### src/rtl/mc_control_fsm.sv
// Multicycle MIPS-subset control FSM: drives datapath strobes/selects and counts retired instructions.
// Optional macro MC_CTRL_ILLEGAL_TRAP_EN: unknown instructions lock into a TRAP state instead of retiring as NOPs.
module mc_control_fsm #(
    parameter int unsigned CNT_W = 32
) (
    input  logic             clk,
    input  logic             rst_n,
    input  logic [5:0]       opcode,
    input  logic [5:0]       funct,
    input  logic             zero,
    input  logic             mem_ready,
    output logic             pc_we,
    output logic [1:0]       pc_src,
    output logic             iord,
    output logic             mem_rd,
    output logic             mem_we,
    output logic             ir_we,
    output logic [1:0]       reg_dst,
    output logic             reg_we,
    output logic [1:0]       mem_to_reg,
    output logic             alu_src_a,
    output logic [1:0]       alu_src_b,
    output logic [2:0]       alu_op,
    output logic             illegal,
    output logic [CNT_W-1:0] instr_count
);

    localparam logic [5:0] OP_RTYPE = 6'b000000;
    localparam logic [5:0] OP_LW    = 6'b100011;
    localparam logic [5:0] OP_SW    = 6'b101011;
    localparam logic [5:0] OP_J     = 6'b000010;
    localparam logic [5:0] OP_JAL   = 6'b000011;
    localparam logic [5:0] OP_BNE   = 6'b000101;
    localparam logic [5:0] OP_XORI  = 6'b001110;

    localparam logic [5:0] FN_ADD = 6'b100000;
    localparam logic [5:0] FN_SUB = 6'b100010;
    localparam logic [5:0] FN_SLT = 6'b101010;
    localparam logic [5:0] FN_JR  = 6'b001000;

    localparam logic [2:0] ALU_ADD = 3'b000;
    localparam logic [2:0] ALU_SUB = 3'b001;
    localparam logic [2:0] ALU_XOR = 3'b010;
    localparam logic [2:0] ALU_SLT = 3'b011;

    localparam logic [CNT_W-1:0] CNT_ONE = CNT_W'(1);

    typedef enum logic [3:0] {
        S_FETCH,
        S_DECODE,
        S_MEM_ADDR,
        S_MEM_RD,
        S_MEM_WB,
        S_MEM_WR,
        S_EXEC_R,
        S_R_WB,
        S_EXEC_I,
        S_I_WB,
        S_BRANCH,
        S_JUMP,
        S_JAL,
        S_JR
`ifdef MC_CTRL_ILLEGAL_TRAP_EN
        , S_TRAP
`endif
    } state_e;

    state_e           state_q, state_d;
    logic             retire;
    logic             unknown;
    logic [CNT_W-1:0] count_q;

    always_ff @(posedge clk) begin
        if (!rst_n) begin
            state_q <= S_FETCH;
            count_q <= '0;
        end else begin
            state_q <= state_d;
            if (retire) begin
                count_q <= count_q + CNT_ONE;
            end
        end
    end

    assign instr_count = count_q;

    // retire marks every terminal-state exit into FETCH
    always_comb begin
        state_d = state_q;
        retire  = 1'b0;
        unknown = 1'b0;
        case (state_q)
            S_FETCH:    if (mem_ready) state_d = S_DECODE;
            S_DECODE: begin
                case (opcode)
                    OP_LW, OP_SW: state_d = S_MEM_ADDR;
                    OP_XORI:      state_d = S_EXEC_I;
                    OP_BNE:       state_d = S_BRANCH;
                    OP_J:         state_d = S_JUMP;
                    OP_JAL:       state_d = S_JAL;
                    OP_RTYPE: begin
                        case (funct)
                            FN_ADD, FN_SUB, FN_SLT: state_d = S_EXEC_R;
                            FN_JR:                  state_d = S_JR;
                            default:                unknown = 1'b1;
                        endcase
                    end
                    default: unknown = 1'b1;
                endcase
                if (unknown) begin
`ifdef MC_CTRL_ILLEGAL_TRAP_EN
                    state_d = S_TRAP;
`else
                    state_d = S_FETCH;
                    retire  = 1'b1;
`endif
                end
            end
            S_MEM_ADDR: state_d = (opcode == OP_SW) ? S_MEM_WR : S_MEM_RD;
            S_MEM_RD:   if (mem_ready) state_d = S_MEM_WB;
            S_MEM_WR: begin
                if (mem_ready) begin
                    state_d = S_FETCH;
                    retire  = 1'b1;
                end
            end
            S_EXEC_R:   state_d = S_R_WB;
            S_EXEC_I:   state_d = S_I_WB;
            S_MEM_WB, S_R_WB, S_I_WB, S_BRANCH, S_JUMP, S_JAL, S_JR: begin
                state_d = S_FETCH;
                retire  = 1'b1;
            end
`ifdef MC_CTRL_ILLEGAL_TRAP_EN
            S_TRAP:     state_d = S_TRAP;
`endif
            default:    state_d = S_FETCH;
        endcase
    end

    always_comb begin
        pc_we      = 1'b0;
        pc_src     = 2'b00;
        iord       = 1'b0;
        mem_rd     = 1'b0;
        mem_we     = 1'b0;
        ir_we      = 1'b0;
        reg_dst    = 2'b00;
        reg_we     = 1'b0;
        mem_to_reg = 2'b00;
        alu_src_a  = 1'b0;
        alu_src_b  = 2'b00;
        alu_op     = ALU_ADD;
        illegal    = 1'b0;
        case (state_q)
            S_FETCH: begin
                mem_rd = 1'b1;
                ir_we  = mem_ready;
                pc_we  = mem_ready;
            end
            S_DECODE:   alu_src_b = 2'b10;
            S_MEM_ADDR: begin
                alu_src_a = 1'b1;
                alu_src_b = 2'b10;
            end
            S_MEM_RD: begin
                mem_rd = 1'b1;
                iord   = 1'b1;
            end
            S_MEM_WB: begin
                reg_we     = 1'b1;
                reg_dst    = 2'b01;
                mem_to_reg = 2'b01;
            end
            S_MEM_WR: begin
                mem_we = 1'b1;
                iord   = 1'b1;
            end
            S_EXEC_R: begin
                alu_src_a = 1'b1;
                alu_src_b = 2'b01;
                case (funct)
                    FN_SUB:  alu_op = ALU_SUB;
                    FN_SLT:  alu_op = ALU_SLT;
                    default: alu_op = ALU_ADD;
                endcase
            end
            S_R_WB:     reg_we = 1'b1;
            S_EXEC_I: begin
                alu_src_a = 1'b1;
                alu_src_b = 2'b10;
                alu_op    = ALU_XOR;
            end
            S_I_WB: begin
                reg_we  = 1'b1;
                reg_dst = 2'b01;
            end
            S_BRANCH: begin
                alu_src_a = 1'b1;
                alu_src_b = 2'b01;
                alu_op    = ALU_SUB;
                pc_src    = 2'b01;
                pc_we     = ~zero;
            end
            S_JUMP: begin
                pc_we  = 1'b1;
                pc_src = 2'b10;
            end
            S_JAL: begin
                pc_we      = 1'b1;
                pc_src     = 2'b10;
                reg_we     = 1'b1;
                reg_dst    = 2'b10;
                mem_to_reg = 2'b10;
            end
            S_JR: begin
                pc_we  = 1'b1;
                pc_src = 2'b11;
            end
`ifdef MC_CTRL_ILLEGAL_TRAP_EN
            S_TRAP:     illegal = 1'b1;
`endif
            default: ;
        endcase
        // reset is sampled synchronously but outputs must go quiet in the same cycle
        if (!rst_n) begin
            pc_we      = 1'b0;
            pc_src     = 2'b00;
            iord       = 1'b0;
            mem_rd     = 1'b0;
            mem_we     = 1'b0;
            ir_we      = 1'b0;
            reg_dst    = 2'b00;
            reg_we     = 1'b0;
            mem_to_reg = 2'b00;
            alu_src_a  = 1'b0;
            alu_src_b  = 2'b00;
            alu_op     = ALU_ADD;
            illegal    = 1'b0;
        end
    end

endmodule
### config.mk
export PLATFORM = sky130hd
export DESIGN_NAME = mc_control_fsm
export DESIGN_NICKNAME = d
export VERILOG_FILES = /design/src/rtl/mc_control_fsm.sv
export SDC_FILE = /design/constraint.sdc
export NUM_CORES = 1
export LEC_CHECK = 0
export ABC_AREA = 1
export BUFFER_PORTS_ARGS = -buffer_cell sky130_fd_sc_hd__clkbuf_2
export CAP_MARGIN = 25
export CORE_ASPECT_RATIO = 0.9
export CORE_MARGIN = 3
export CORE_UTILIZATION = 30
export DETAILED_ROUTE_END_ITERATION = 8
export HOLD_SLACK_MARGIN = 0.05
export SETUP_SLACK_MARGIN = 0.02
export SYNTH_ARGS = -nofsm -noshare
export SYNTH_HDL_FRONTEND = slang
export SYNTH_SLANG_ARGS = --single-unit
### constraint.sdc
create_clock -name clk -period 1.6 [get_ports clk]
set_input_delay 0.08 -clock clk [delete_from_list [all_inputs] [get_ports clk]]
set_output_delay 0.08 -clock clk [all_outputs]
set_load 0.1 [all_outputs]
After elaboration in Yosys (flattened, before gate mapping)
Cells that the tools add are included.
{ "op_classes": {"n_eq_ne": 28, "bitwise_logic": 1, "reduce_logical": 17, "add_sub_neg": 1, "n_mux": 39} }
{ "ops": {"columns": ["cell", "count"], "rows": [
  ["$add 32x1->32 const B", 1],
  ["$eq 6x6->1 const B", 5],
  ["$pmux 4 s7", 1],
  ["$eq 4x4->1 const B", 6],
  ["$pmux 4 s6", 1],
  ["$mux 1", 17],
  ["$eq 4x3->1 const B", 4],
  ["$mux 4", 4],
  ["$pmux 2 s2", 4],
  ["$eq 6x2->1 const B", 2],
  ["$eq 6x4->1 const B", 2],
  ["$pmux 2 s3", 2],
  ["$reduce_or 2->1", 6],
  ["$reduce_or 4->1", 3],
  ["$reduce_or 3->1", 3],
  ["$eq 4x2->1 const B", 2],
  ["$mux 2", 4],
  ["$ne 8x1->1 const B", 1],
  ["$pmux 4 s2", 1],
  ["$reduce_or 7->1", 1],
  ["$eq 6x3->1 const B", 1],
  ["$logic_not 6->1", 1],
  ["$mux 3", 2],
  ["$ne 2x2->1 const B", 3],
  ["other kinds (8)", 9]
]} }
{ "word_totals": {"input_bits": 16, "ff_bits": 36} }

Logic depth before layout (Yosys ltp)
{ "depth": {"word_depth": 7, "depth_mapped": 12, "depth_no_buf": 12} }

Least setup slack after synthesis
Ideal clock, no wire load.
{ "synth_path": {"path_kind": "register -> output", "from": "reg state_q[1]", "to": "out reg_dst[1]", "n_path_buf": 1, "arrival_time_ns": 3.146, "path_stages_with_launch": 5, "required_ns": 1.520, "setup_slack_ns": -1.626, "cell_sequence": "dfxtp_1 > inv_2 > nand2_1 > nor3_1 > buf_4"} }
{ "synth_via": {"elab_chain_cells": 4} }
{ "synth_lines": {"columns": ["element", "line_no", "rtl"], "rows": [
  ["from (decl)", "68", "state_e state_q, state_d;"],
  ["from (signal assigned)", "78", "state_q <= state_d;"],
  ["$eq 4x3->1 / $eq 4x4->1 (equally long branches)", "154", "case (state_q)"],
  ["$reduce_or 2->1 (no source line)", null, null],
  ["$pmux 2 s2 *", "154", null],
  ["$mux 2 *", "225", "if (!rst_n) begin"],
  ["to (decl)", "18", "output logic [1:0] reg_dst,"]
]} }
Every way passes the cells marked *; elsewhere a longest branch is shown, timed or not.

Worst setup path in the final report
{ "layout_path": {"from": "reg state_q[0]", "to": "reg count_q[28], in the netlist instr_count[28]"} }
{ "layout_via": {"elab_chain_cells": 3} }
{ "layout_lines": {"columns": ["element", "line_no", "rtl"], "rows": [
  ["$eq 4x4->1 / $eq 4x3->1 (equally long branches)", "92", "case (state_q)"],
  ["$reduce_or 7->1", "92", null],
  ["$pmux 1 s3 *", "92", null],
  ["to (signal assigned)", "80", "count_q <= count_q + CNT_ONE;"],
  ["to (decl)", "71", "logic [CNT_W-1:0] count_q;"]
]} }
Marks and branches as above.
A chain may end at the register's enable or synchronous reset.

==> flow_summary_export.csv <==
group,metric,value,unit
outcome,status,"finished, violations left",
outcome,violations,"setup timing",
timing,fin_crit_sh,107,%
yosys,ys_ff_latch,36,
worst_setup_path,required,1820,ps
drt,totalWireLength,10300,um
floorplanning,fp.coreArea,0.00925,mm2
drt,firstDrtPassIters,5,
grt,grt_usage,17.6,%
grt,grt_pass1_vias,3141,
timing,finalHoldViolCount,0,
drt,drt_iter0_drc,227,
floorplanning,start_util,31.2,%
timing,rsz0062_at_grt,"true",
final_layout,num-fill-cells,869,
pwr,power_density,441,mW/mm2
min_path,hold_start,"rst_n",
final_layout,layout_common_cells,"nand2_1, nor2_1, clkbuf_2, inv_1, nand3_1",
pwr,switching_power,0.777,mW
final_layout,stdcell_area,0.00487,mm2
pwr,power.share.switching,36.2,%
yosys,synthCells,492,
timing,max_freq,584,MHz
clock_tree,root_buffer,"clkbuf_8",
worst_setup_path,crit_fanout,7,
final_layout,fin_util,52.6,%
worst_setup_path,r2r_setup_slack,-110,ps
min_path,holdPathStages,3,
pwr,p_leak,1.95,nW
drt,detail_route.vias_per_cell,5.04,
timing,relSlewSlack,50.0,%
pwr,ir_worst_vdd,0.000238,V
drt,antenna_left,0,
drt,drc,0,
worst_setup_path,critPathTopFamily,"buffers and inverters",
timing,tightest_slew,749,ps
pwr,pwr-share-seq,41.4,%
worst_setup_path,cp_slowest_stage_delay,370,ps
clock_tree,cts_sinks,36,
clock_tree,cts_tree,"built",
place,dp_hpwl,7200,um
place,gp_congestion,0.956,
clock_tree,clk_pin_slew_worst_paths,70,ps
clock_tree,holdBufCountCts,0,
worst_setup_path,crit_chain,"buf_4, nand2_8, inv_4, a21oi_4, nand3b_4, nor2_8, buf_12, clkbuf_16, nand3_2, a21oi_2",
yosys,seq_area_frac_synth,25.0,%
min_path,hp-class,"in2reg",
floorplanning,pin_count,67,
yosys,yosys_warnings,0,
clock_tree,clk_latency,290,ps
drt,wl_per_cell,14.4,um
floorplanning,die-area,0.0108,mm2
final_layout,syn_to_final_growth,68.9,%
final_layout,ff_latch_area,837,um2
place,place_inst,686,
flow_run,drv_cap,0,
final_layout,antenna_cells,0,
final_layout,final_common_cell,"nand2_1",
timing,maxSlewViolCount,0,
worst_setup_path,reg2reg_from,"state_q[0]$_SDFFE_PN0P_",
worst_setup_path,r2r_cells,10,
final_layout,multi_input_area,0.00255,mm2
clock_tree,htree_levels,2,
timing,post-route-min-period,1710,ps
worst_setup_path,startpoint_type,"flop",
final_layout,drive_gt1_share,47.0,%
worst_setup_path,critPathBufInv,4,
grt,overflow,0,
pwr,power.share.combinational,29.5,%
grt,grt_pass1_wl,15400,um
pwr,p_int,1.37,mW
min_path,min_to,"state_q[1]$_SDFFE_PN0P_",
final_layout,fin_nets,608,
worst_setup_path,reg2reg_to,"instr_count[28]$_SDFFE_PN0P_",
grt,grt_antenna_before_repair,0,
pwr,pwr-share-clk,29.1,%
yosys,synth_area_per_cell,5.86,um2
place,port_buffers,64,
floorplanning,die_width,109,um
grt,grt_max_degree,34,
timing,finalSetupViolCount,40,
floorplanning,fp.dieH,99.0,um
final_layout,final_cells,714,
worst_setup_path,cp_data_arrival_time,1930,ps
timing,layout_setup_ws,-113,ps
yosys,ys_types,31,
worst_setup_path,endpoint_kind,"flop",
worst_setup_path,cpMaxStageDelayCell,"dfxtp_4",
timing,skew,7.48,ps
worst_setup_path,path_class,"reg2reg",
yosys,syn_area,0.00288,mm2
place,dpl-instance-area,0.00398,mm2
clock_tree,cts_buffers,5,
drt,dr_total_vias,3599,
clock_tree,cts_max_path_buffers,2,
floorplanning,fp-row-count,33,
-- how the worst max path moves through the flow --
stage	cells past startpoint	to	slack, ps	start
after detailed placement	9	instr_count[12]$_SDFFE_PN0P_	-70	state_q[1]$_SDFFE_PN0P_
after global placement	9	instr_count[15]$_SDFFE_PN0P_	20	state_q[1]$_SDFFE_PN0P_
after global routing	11	instr_count[1]$_SDFFE_PN0P_	-190	state_q[2]$_SDFFE_PN0P_
after CTS	8	pc_we	-80	state_q[0]$_SDFFE_PN0P_
after floorplan	3	reg_dst[1]	-190	state_q[2]$_SDFFE_PN0P_
final	10	instr_count[28]$_SDFFE_PN0P_	-110	state_q[0]$_SDFFE_PN0P_
-- layout make-up --
| type | instances | area share (%) |
|---|---|---|
| Clock buffer | 7 | 1.57 |
| Clock inverter | 1 | 0.103 |
| Inverter | 50 | 4.32 |
| Multi-Input combinational cell | 392 | 52.4 |
| Sequential cell | 36 | 17.2 |
| Tap cell | 122 | 3.14 |
| Timing Repair Buffer | 106 | 21.3 |
-- power by group through the flow --
stage / Sequential, mW / Combinational (mW) / Clock [mW]
4_1_cts: 0.883 / 0.514 / 0.645
3_5_place_dp: 0.906 / 0.472 / 0
6_report: 0.887 / 0.634 / 0.624
3_3_place_gp: 0.905 / 0.465 / 0
5_1_grt: 0.888 / 0.669 / 0.691
2_1_floorplan: 0.933 / 0.314 / 0
-- layer usage --
layer	part of all wire, %	GRT usage (%)	up-vias
met1	46	25.8	1688
met3	5.5	2.55	16
met5	0	0	-
li1	-	-	1785
met2	47	27.2	110
met4	1.4	3.93	0
-- flip-flops by register name, indices dropped and copies added (netlist names) --
name and cells:
instr_count 32, state_q 4
-- cell families (layout without fill, tap and decap cells) --
group                    count (synthesis)  after routing  share of synthesized area [%]
AO/OA/AOI/OAI                           53             53                           10.1
XOR/XNOR                                17             17                           5.17
adder cells (fa/ha/maj)                  1              1                          0.434
buffers and inverters                   68            164                           10.7
flip-flops                              36             36                           25.0
other                                    1              2                          0.130
AND/OR/NAND/NOR                        316            319                           48.5
-- synth_stat cells (all sizes together) --
| master | n | share of area (%) |
|---|---|---|
| o21ai | 4 | 0.69 |
| dfxtp | 36 | 25 |
| ha | 1 | 0.43 |
| xor2 | 14 | 4.3 |
| o21a | 1 | 0.26 |
| nand4 | 9 | 2.0 |
| a31oi | 2 | 0.43 |
| inv | 50 | 6.5 |
| o31ai | 1 | 0.26 |
| a21oi | 45 | 8.5 |
| nand3b | 8 | 2.2 |
| nand3 | 52 | 9.6 |
| conb | 1 | 0.13 |
| clkbuf | 4 | 0.52 |
| xnor2 | 3 | 0.91 |
| nor2 | 78 | 11 |
| nand2 | 155 | 21 |
| buf | 14 | 3.6 |
| nor3 | 14 | 2.4 |
-- repair_timing --
item	4_1_cts	5_1_grt
cloned	0	4
pin swaps	15	27
setup endpoints to repair	44	45
gates resized for setup	58	93
buffers inserted	8	8
-- through the flow --
| step | setup WS, ps | hold slack (ps) | setup TNS [ps] | power [mW] |
|---|---|---|---|---|
| 2_1_floorplan | -194 | 178 | -323 | 1.25 |
| 3_3_place_gp | 15.6 | 346 | 0 | 1.37 |
| 5_1_grt | -186 | 88.9 | -5600 | 2.25 |
| 4_1_cts | -82.0 | 77.9 | -231 | 2.04 |
| 3_5_place_dp | -74.7 | 351 | -1380 | 1.38 |
| 6_report | -113 | 80.1 | -2300 | 2.14 |
-- worst min-delay path, delay by kind of cell --
family	cells	cell delay (ps)
and+or+nand+nor	1	80
buffers and inverters	2	170
(Power assumes the default switching activity.)
